File: src/rtl/mem_port_arbiter.sv
// Two-requester memory port arbiter: fetch (0) vs data (1), round-robin on contention, timeout abort.
// Latency: request sampled in IDLE -> MemReq next cycle; MemReady -> AckX next cycle; >= 3 cycles/txn.
// Backpressure: requesters hold Req/Addr/WrEn/WrData until their AckX; new requests wait in IDLE.
module mem_port_arbiter #(
  parameter int TIMEOUT = 16
) (
  input  logic        Clk,
  input  logic        Rst,
  input  logic        Req0,
  input  logic [31:0] Addr0,
  input  logic        Req1,
  input  logic [31:0] Addr1,
  input  logic        WrEn1,
  input  logic [31:0] WrData1,
  input  logic        MemReady,
  input  logic [31:0] MemRdData,
  output logic        MemReq,
  output logic [31:0] MemAddr,
  output logic        MemWrEn,
  output logic [31:0] MemWrData,
  output logic        Sel,
  output logic        Ack0,
  output logic        Ack1,
  output logic [31:0] RdData,
  output logic        Err
);

  typedef enum logic [1:0] {
    S_IDLE = 2'd0,
    S_BUSY = 2'd1,
    S_ACK  = 2'd2
  } state_t;

  // Last BUSY cycle value of the wait counter before the access is aborted.
  localparam logic [7:0] CNT_LAST = 8'(TIMEOUT - 1);

  state_t      r_state;
  logic [7:0]  r_cnt;
  logic        r_last_gnt;
  logic        r_mem_req;
  logic [31:0] r_mem_addr;
  logic        r_mem_wr_en;
  logic [31:0] r_mem_wr_data;
  logic        r_sel;
  logic        r_ack0;
  logic        r_ack1;
  logic [31:0] r_rd_data;
  logic        r_err;

  logic        w_any_req;
  logic        w_both_req;
  logic        w_gnt;

  // Grant choice: on contention the requester that did not win last contention goes next.
  assign w_any_req  = Req0 | Req1;
  assign w_both_req = Req0 & Req1;
  assign w_gnt      = w_both_req ? ~r_last_gnt : Req1;

  // Arbiter FSM with all outputs registered; reset aborts any access without an ack.
  always_ff @(posedge Clk or negedge Rst) begin
    if (!Rst) begin
      r_state       <= S_IDLE;
      r_cnt         <= '0;
      r_last_gnt    <= 1'b1;
      r_mem_req     <= 1'b0;
      r_mem_addr    <= '0;
      r_mem_wr_en   <= 1'b0;
      r_mem_wr_data <= '0;
      r_sel         <= 1'b0;
      r_ack0        <= 1'b0;
      r_ack1        <= 1'b0;
      r_rd_data     <= '0;
      r_err         <= 1'b0;
    end else begin
      case (r_state)
        S_IDLE: begin
          if (w_any_req) begin
            r_sel         <= w_gnt;
            r_mem_addr    <= w_gnt ? Addr1 : Addr0;
            r_mem_wr_en   <= w_gnt & WrEn1;
            r_mem_wr_data <= w_gnt ? WrData1 : '0;
            r_cnt         <= '0;
            r_mem_req     <= 1'b1;
            if (w_both_req) begin
              r_last_gnt <= w_gnt;
            end
            r_state <= S_BUSY;
          end
        end
        S_BUSY: begin
          if (MemReady) begin
            // Completion beats the timeout even on the last allowed cycle.
            r_rd_data <= r_mem_wr_en ? '0 : MemRdData;
            r_err     <= 1'b0;
            r_ack0    <= ~r_sel;
            r_ack1    <= r_sel;
            r_mem_req <= 1'b0;
            r_state   <= S_ACK;
          end else if (r_cnt == CNT_LAST) begin
            r_rd_data <= '0;
            r_err     <= 1'b1;
            r_ack0    <= ~r_sel;
            r_ack1    <= r_sel;
            r_mem_req <= 1'b0;
            r_state   <= S_ACK;
          end else begin
            r_cnt <= r_cnt + 8'd1;
          end
        end
        S_ACK: begin
          r_ack0      <= 1'b0;
          r_ack1      <= 1'b0;
          r_err       <= 1'b0;
          r_mem_wr_en <= 1'b0;
          r_state     <= S_IDLE;
        end
        default: begin
          r_state <= S_IDLE;
        end
      endcase
    end
  end

  assign MemReq    = r_mem_req;
  assign MemAddr   = r_mem_addr;
  assign MemWrEn   = r_mem_wr_en;
  assign MemWrData = r_mem_wr_data;
  assign Sel       = r_sel;
  assign Ack0      = r_ack0;
  assign Ack1      = r_ack1;
  assign RdData    = r_rd_data;
  assign Err       = r_err;

endmodule

File: config.mk
export PLATFORM = sky130hd
export DESIGN_NAME = mem_port_arbiter
export DESIGN_NICKNAME = d
export VERILOG_FILES = /design/src/rtl/mem_port_arbiter.sv
export SDC_FILE = /design/constraint.sdc
export NUM_CORES = 1
export LEC_CHECK = 0
export ABC_AREA = 1
export CORE_AREA = 10 10 117 119
export DETAILED_ROUTE_END_ITERATION = 16
export DIE_AREA = 0 0 127 129
export GPL_ROUTABILITY_DRIVEN = 0
export MAX_ROUTING_LAYER = met4
export PLACE_DENSITY = 0.8
export RECOVER_POWER = 50
export SLEW_MARGIN = 20
export SYNTH_ARGS = -nofsm -noshare
export SYNTH_HDL_FRONTEND = slang
export SYNTH_SLANG_ARGS = --single-unit
File: constraint.sdc
create_clock -name Clk -period 2.6 [get_ports Clk]
set_input_delay 0.26 -clock Clk [delete_from_list [all_inputs] [get_ports Clk]]
set_output_delay 0.26 -clock Clk [all_outputs]
set_load 0.02 [all_outputs]
# == Yosys cells after proc, flatten, opt, wreduce, memory -nomap -nowiden ==
# Index checks and enable logic that the tools add are counted.
# totals
reg_bits,113
latch_bits,0
ram_bits,0
rom_bits,0
input_bits,134
elab_cells,67
memories,0
# classes
add_sub_neg,1
n_mul,0
div,0
n_lt_le_gt_ge,0
eq_ne,7
shifts,0
mux,29
n_bitwise,5
n_reduce_logical,13
# ops
op,count
two-way mux 32 bit,5
two-way mux 8 bit,3
case mux 8 bit (2 select lines),1
two-way mux 1 bit,11
case mux 1 bit (2 select lines),5
AND reduction 2 bit,5
adder 8 x 1 -> 8 bit (second input constant),1
equality test 8 x 4 -> 1 bit (second input constant),1
nonzero test 2 bit,4
two-way mux 2 bit,3
inequality test 2 bit (second input constant),3
AND reduction 3 bit,2
case mux 2 bit (2 select lines),1
AND reduction 4 bit,1
inequality test 3 bit (second input constant),1
bitwise AND 1 bit,2
equality test 2 x 1 -> 1 bit (second input constant),1
equality test 2 bit (second input constant),1
logical NOT 2 bit,1
inverter 1 bit,2
OR 1 bit,1

# == Depth between registers and ports, before layout ==
# depth
ltp_word,5
ltp_mapped,8
ltp_nobuf,8

# == Worst setup path before layout ==
# No wires, ideal clock.
# synth_timing
kind,register to register
startpoint,register r_cnt[0]
endpoint,"register r_rd_data[10], in the netlist RdData[10]"
arrival_time_ps,1236
required_time_ps,2482
setup_slack_ps,1246
path_stages_with_launch,8
period_less_slack_ps,1354
cell_sequence,dfrtp_1 > ha_1 > nand3_1 > nor2_2 > nand2_2 > buf_2 > nand3_1 > nand2_1
# synth_via
elab_chain_len,3
# synth_rtl
element,line_no,rtl
start: declaration,38,logic [7:0] r_cnt;
start signal: assignment,107,r_cnt <= r_cnt + 8'd1;
equality test 8 x 4 -> 1 bit,99,end else if (r_cnt == CNT_LAST) begin
nonzero test 2 bit (no line),n/a,
AND reduction 2 bit (no line),n/a,
end signal: assignment,93,r_rd_data <= r_mem_wr_en ? '0 : MemRdData;
end: declaration,47,logic [31:0] r_rd_data;
# Every way passes these cells.
# A chain may end at the register's enable or synchronous reset.

# == Worst setup path after layout ==
# layout_timing
startpoint,register r_cnt[0]
endpoint,"register r_ack0, in the netlist Ack0"
# layout_via
elab_chain_len,3
# layout_rtl
element,line_no,rtl
equality test 8 x 4 -> 1 bit,99,
inequality test 3 bit (no line),n/a,
AND reduction 2 bit (no line),n/a,
end signal: assignment,95,r_ack0 <= ~r_sel;
end signal: assignment,102,r_ack0 <= ~r_sel;
end: declaration,45,logic r_ack0;
# Every way passes these cells.

==> results.json <==
{
  "fmax_mhz": 514,
  "synth_top_area_share": 0.582,
  "root_buffer": "clkbuf_16",
  "critPathKind": "flip-flop to flip-flop",
  "design_area_um2": 7890,
  "die_x_um": 127,
  "status": "completed",
  "crit_path_start_kind": "flip-flop",
  "dp.final_hpwl_mm": 12.6,
  "instances_no_fill": 941,
  "dpl_cell_area_um2": 7240,
  "ir_drop_uv": 809,
  "numCtsBuffers": 17,
  "vias": 4750,
  "drt-total-wl_mm": 16.9,
  "slew_violations": 0,
  "die_h_um": 129,
  "numClockSinks": 113,
  "clock_latency_ns": 0.40,
  "worst-endpoint-arrival_ns": 2.24,
  "start_util": 0.426,
  "ios": 236,
  "power.total_mw": 9.82,
  "ys_warn_count": 0,
  "netlist_instances": 557,
  "cts_buffer_depth": 2,
  "cts_tree": "done",
  "track_usage": 0.209,
  "drtIter0Drc": 341,
  "ys_types": 28,
  "synth_top_area_cell": "dfrtp_1",
  "grt_pass1_vias": 4960,
  "grt_max_degree": 66,
  "p_leak_nw": 3.75,
  "finalSetupViolCount": 0,
  "rsz0062_at_grt": "no",
  "ys_ff_latch": 113,
  "drive_gt1_frac": 0.0627,
  "power_density_nw_per_um2": 1250,
  "finalHoldViolations": 0,
  "coreArea_um2": 11300,
  "viasPerCell": 5.05,
  "drc": 0,
  "numPortBuffers": 235,
  "syn-cell-area_um2": 4820,
  "postSynthAreaPerCell_um2": 8.65,
  "syn_nets": 692,
  "dr.pass1.iters": 5,
  "gr-total-overflow": 0,
  "antenna_found_initial": 0,
  "seq_area_frac_synth": 0.587,
  "period_share": 0.749,
  "slew_headroom": 0.173,
  "wl_per_cell_um": 18.0,
  "htree_levels": 4,
  "ant_nets": 0,
  "ctsResizeCount": 0,
  "syn_to_final_growth_pct": 63.6,
  "clock_skew_ns": 0.00560,
  "cap_violations": 0,
  "required_ns": 2.89,
  "dp.cells": 908,
  "fp-row-count": 39,
  "period_needed_ns": 1.95,
  "hold_class": "primary input to flip-flop",
  "nets": 920,
  "crit_fanout": 36,
  "dieArea_um2": 16400,
  "path_clk_slew_ns": 0.05,
  "antennaDiodeCount": 0,
  "worst_slew_pin_slew_ns": 1.24,
  "synthTopCellsByArea": "dfrtp_1, nand2_1, nand3_1, o21ai_0, o21ai_1",
  "setup-tns-final_ns": 0,
  "crit_path_end_kind": "flip-flop",
  "grt_pass1_wl_mm": 26.4
}
## cell families (layout without fill, tap and decap cells)
family | count (synthesis) | in the layout | synth area share
and+or+nand+nor | 327 | 327 | 0.288
DFF | 113 | 113 | 0.587
AOI/OAI and AO/OA | 71 | 71 | 0.0745
buffers and inverters | 43 | 284 | 0.0436
xor gates and xnor gates | 2 | 2 | 0.00364
adders and majority gates | 1 | 1 | 0.00260
## cell type report
type	instances	area, um2
fillers	887	3440
clock buffers	22	464
inverters	10	37.5
repair buffers	242	2410
clock inverters	10	181
multi-input cells	401	1790
well taps	143	179
flip-flops and latches	113	2830
## routing by layer
| metal | vias up | GRT usage | wire length (um) |
|---|---|---|---|
| met5 | - | - | 0 |
| met3 | 14 | 0.102 | 1960 |
| met4 | 0 | 0.0690 | 250 |
| li1 | 2258 | - | - |
| met1 | 2247 | 0.234 | 6900 |
| met2 | 231 | 0.321 | 7800 |
## path summary, 6_finish.rpt
check / to / cells after the start / slack (ns) / start
hold reg to reg: MemWrData[4]$_DFFE_PN0P_ / 2 / 0.47 / MemWrData[4]$_DFFE_PN0P_
hold / removal: RdData[3]$_DFFE_PN0P_ / 3 / 0.40 / MemRdData[3]
setup reg to reg: Ack0$_DFFE_PN0P_ / 8 / 0.65 / r_cnt[0]$_DFFE_PN0P_
setup / recovery: Ack0$_DFFE_PN0P_ / 8 / 0.65 / r_cnt[0]$_DFFE_PN0P_
max in group asynchronous: MemAddr[7]$_DFFE_PN0P_ / 3 / 0.87 / Rst
min in group asynchronous: Ack0$_DFFE_PN0P_ / 2 / 0.67 / Rst
## sequential cells by signal, summed over array words and instances (netlist names)
signal,count
Ack0,1
Ack1,1
Err,1
MemAddr,32
MemReq,1
MemWrData,32
MemWrEn,1
RdData,32
Sel,1
r_cnt,8
r_last_gnt,1
r_state,2
## per-stage QoR
step	setup WS (ns)	utilization	hold WS, ns
3_3_place_gp	0.560	0.639	0.315
2_1_floorplan	1.25	-	-0.0356
5_1_grt	0.440	0.697	0.414
3_5_place_dp	0.454	0.639	0.322
4_1_cts	0.654	0.697	0.382
6_report	0.653	0.697	0.404
## critical path: stages (launching register included)
cell	delay (ns)
dfrtp_1	0.39
ha_1	0.20
nand3_1	0.11
nor2_2	0.24
nand2_2	0.43
nand2_1	0.27
nand2_1	0.09
nand2_1	0.06
inv_1	0.04
## power breakdown
part / leakage [nW] / switching, mW / internal [mW]
logic: 2.01 / 2.52 / 1.78
clock network: 0.314 / 0.774 / 1.75
registers: 1.43 / 0.461 / 2.54
## cell usage after synthesis
master / n
o21ai_2: 1
clkbuf_1: 13
dfrtp_1: 112
nand3_1: 74
o21ai_1: 30
ha_1: 1
nand2_1: 201
buf_2: 14
nor2_8: 1
or2_2: 1
nor2_4: 2
nand3b_1: 2
buf_4: 2
buf_6: 3
clkbuf_2: 1
o21ai_0: 40
inv_1: 7
nand4_1: 2
xor2_1: 1
dfstp_2: 1
inv_2: 3
nor2_2: 1
nor3_2: 1
xnor2_1: 1
nor2_1: 38
nand2_4: 1
or2_1: 1
nand2_2: 2
## layout by cell type, fill, tap and decap left out, types with 2 or more instances in the layout
cell,n
o21ai_1,30
clkbuf_1,3
bufinv_16,5
clkbuf_16,17
clkbuf_2,4
nand3_1,74
nor2_4,2
nand2_2,2
nand4_1,2
buf_4,2
nand3b_1,2
dfrtp_1,112
inv_2,3
inv_1,7
clkinv_2,3
o21ai_0,40
nand2_1,201
clkdlybuf4s50_1,185
nor2_1,38
dlygate4sd3_1,50
clkbuf_8,2
## repair_timing
item | 4_1_cts | 5_1_grt
hold buffers | 1 | 0
hold endpoints to repair | 44 | 0
buffers inserted | 0 | 0
No activity file was read; power rests on OpenSTA's default activity.
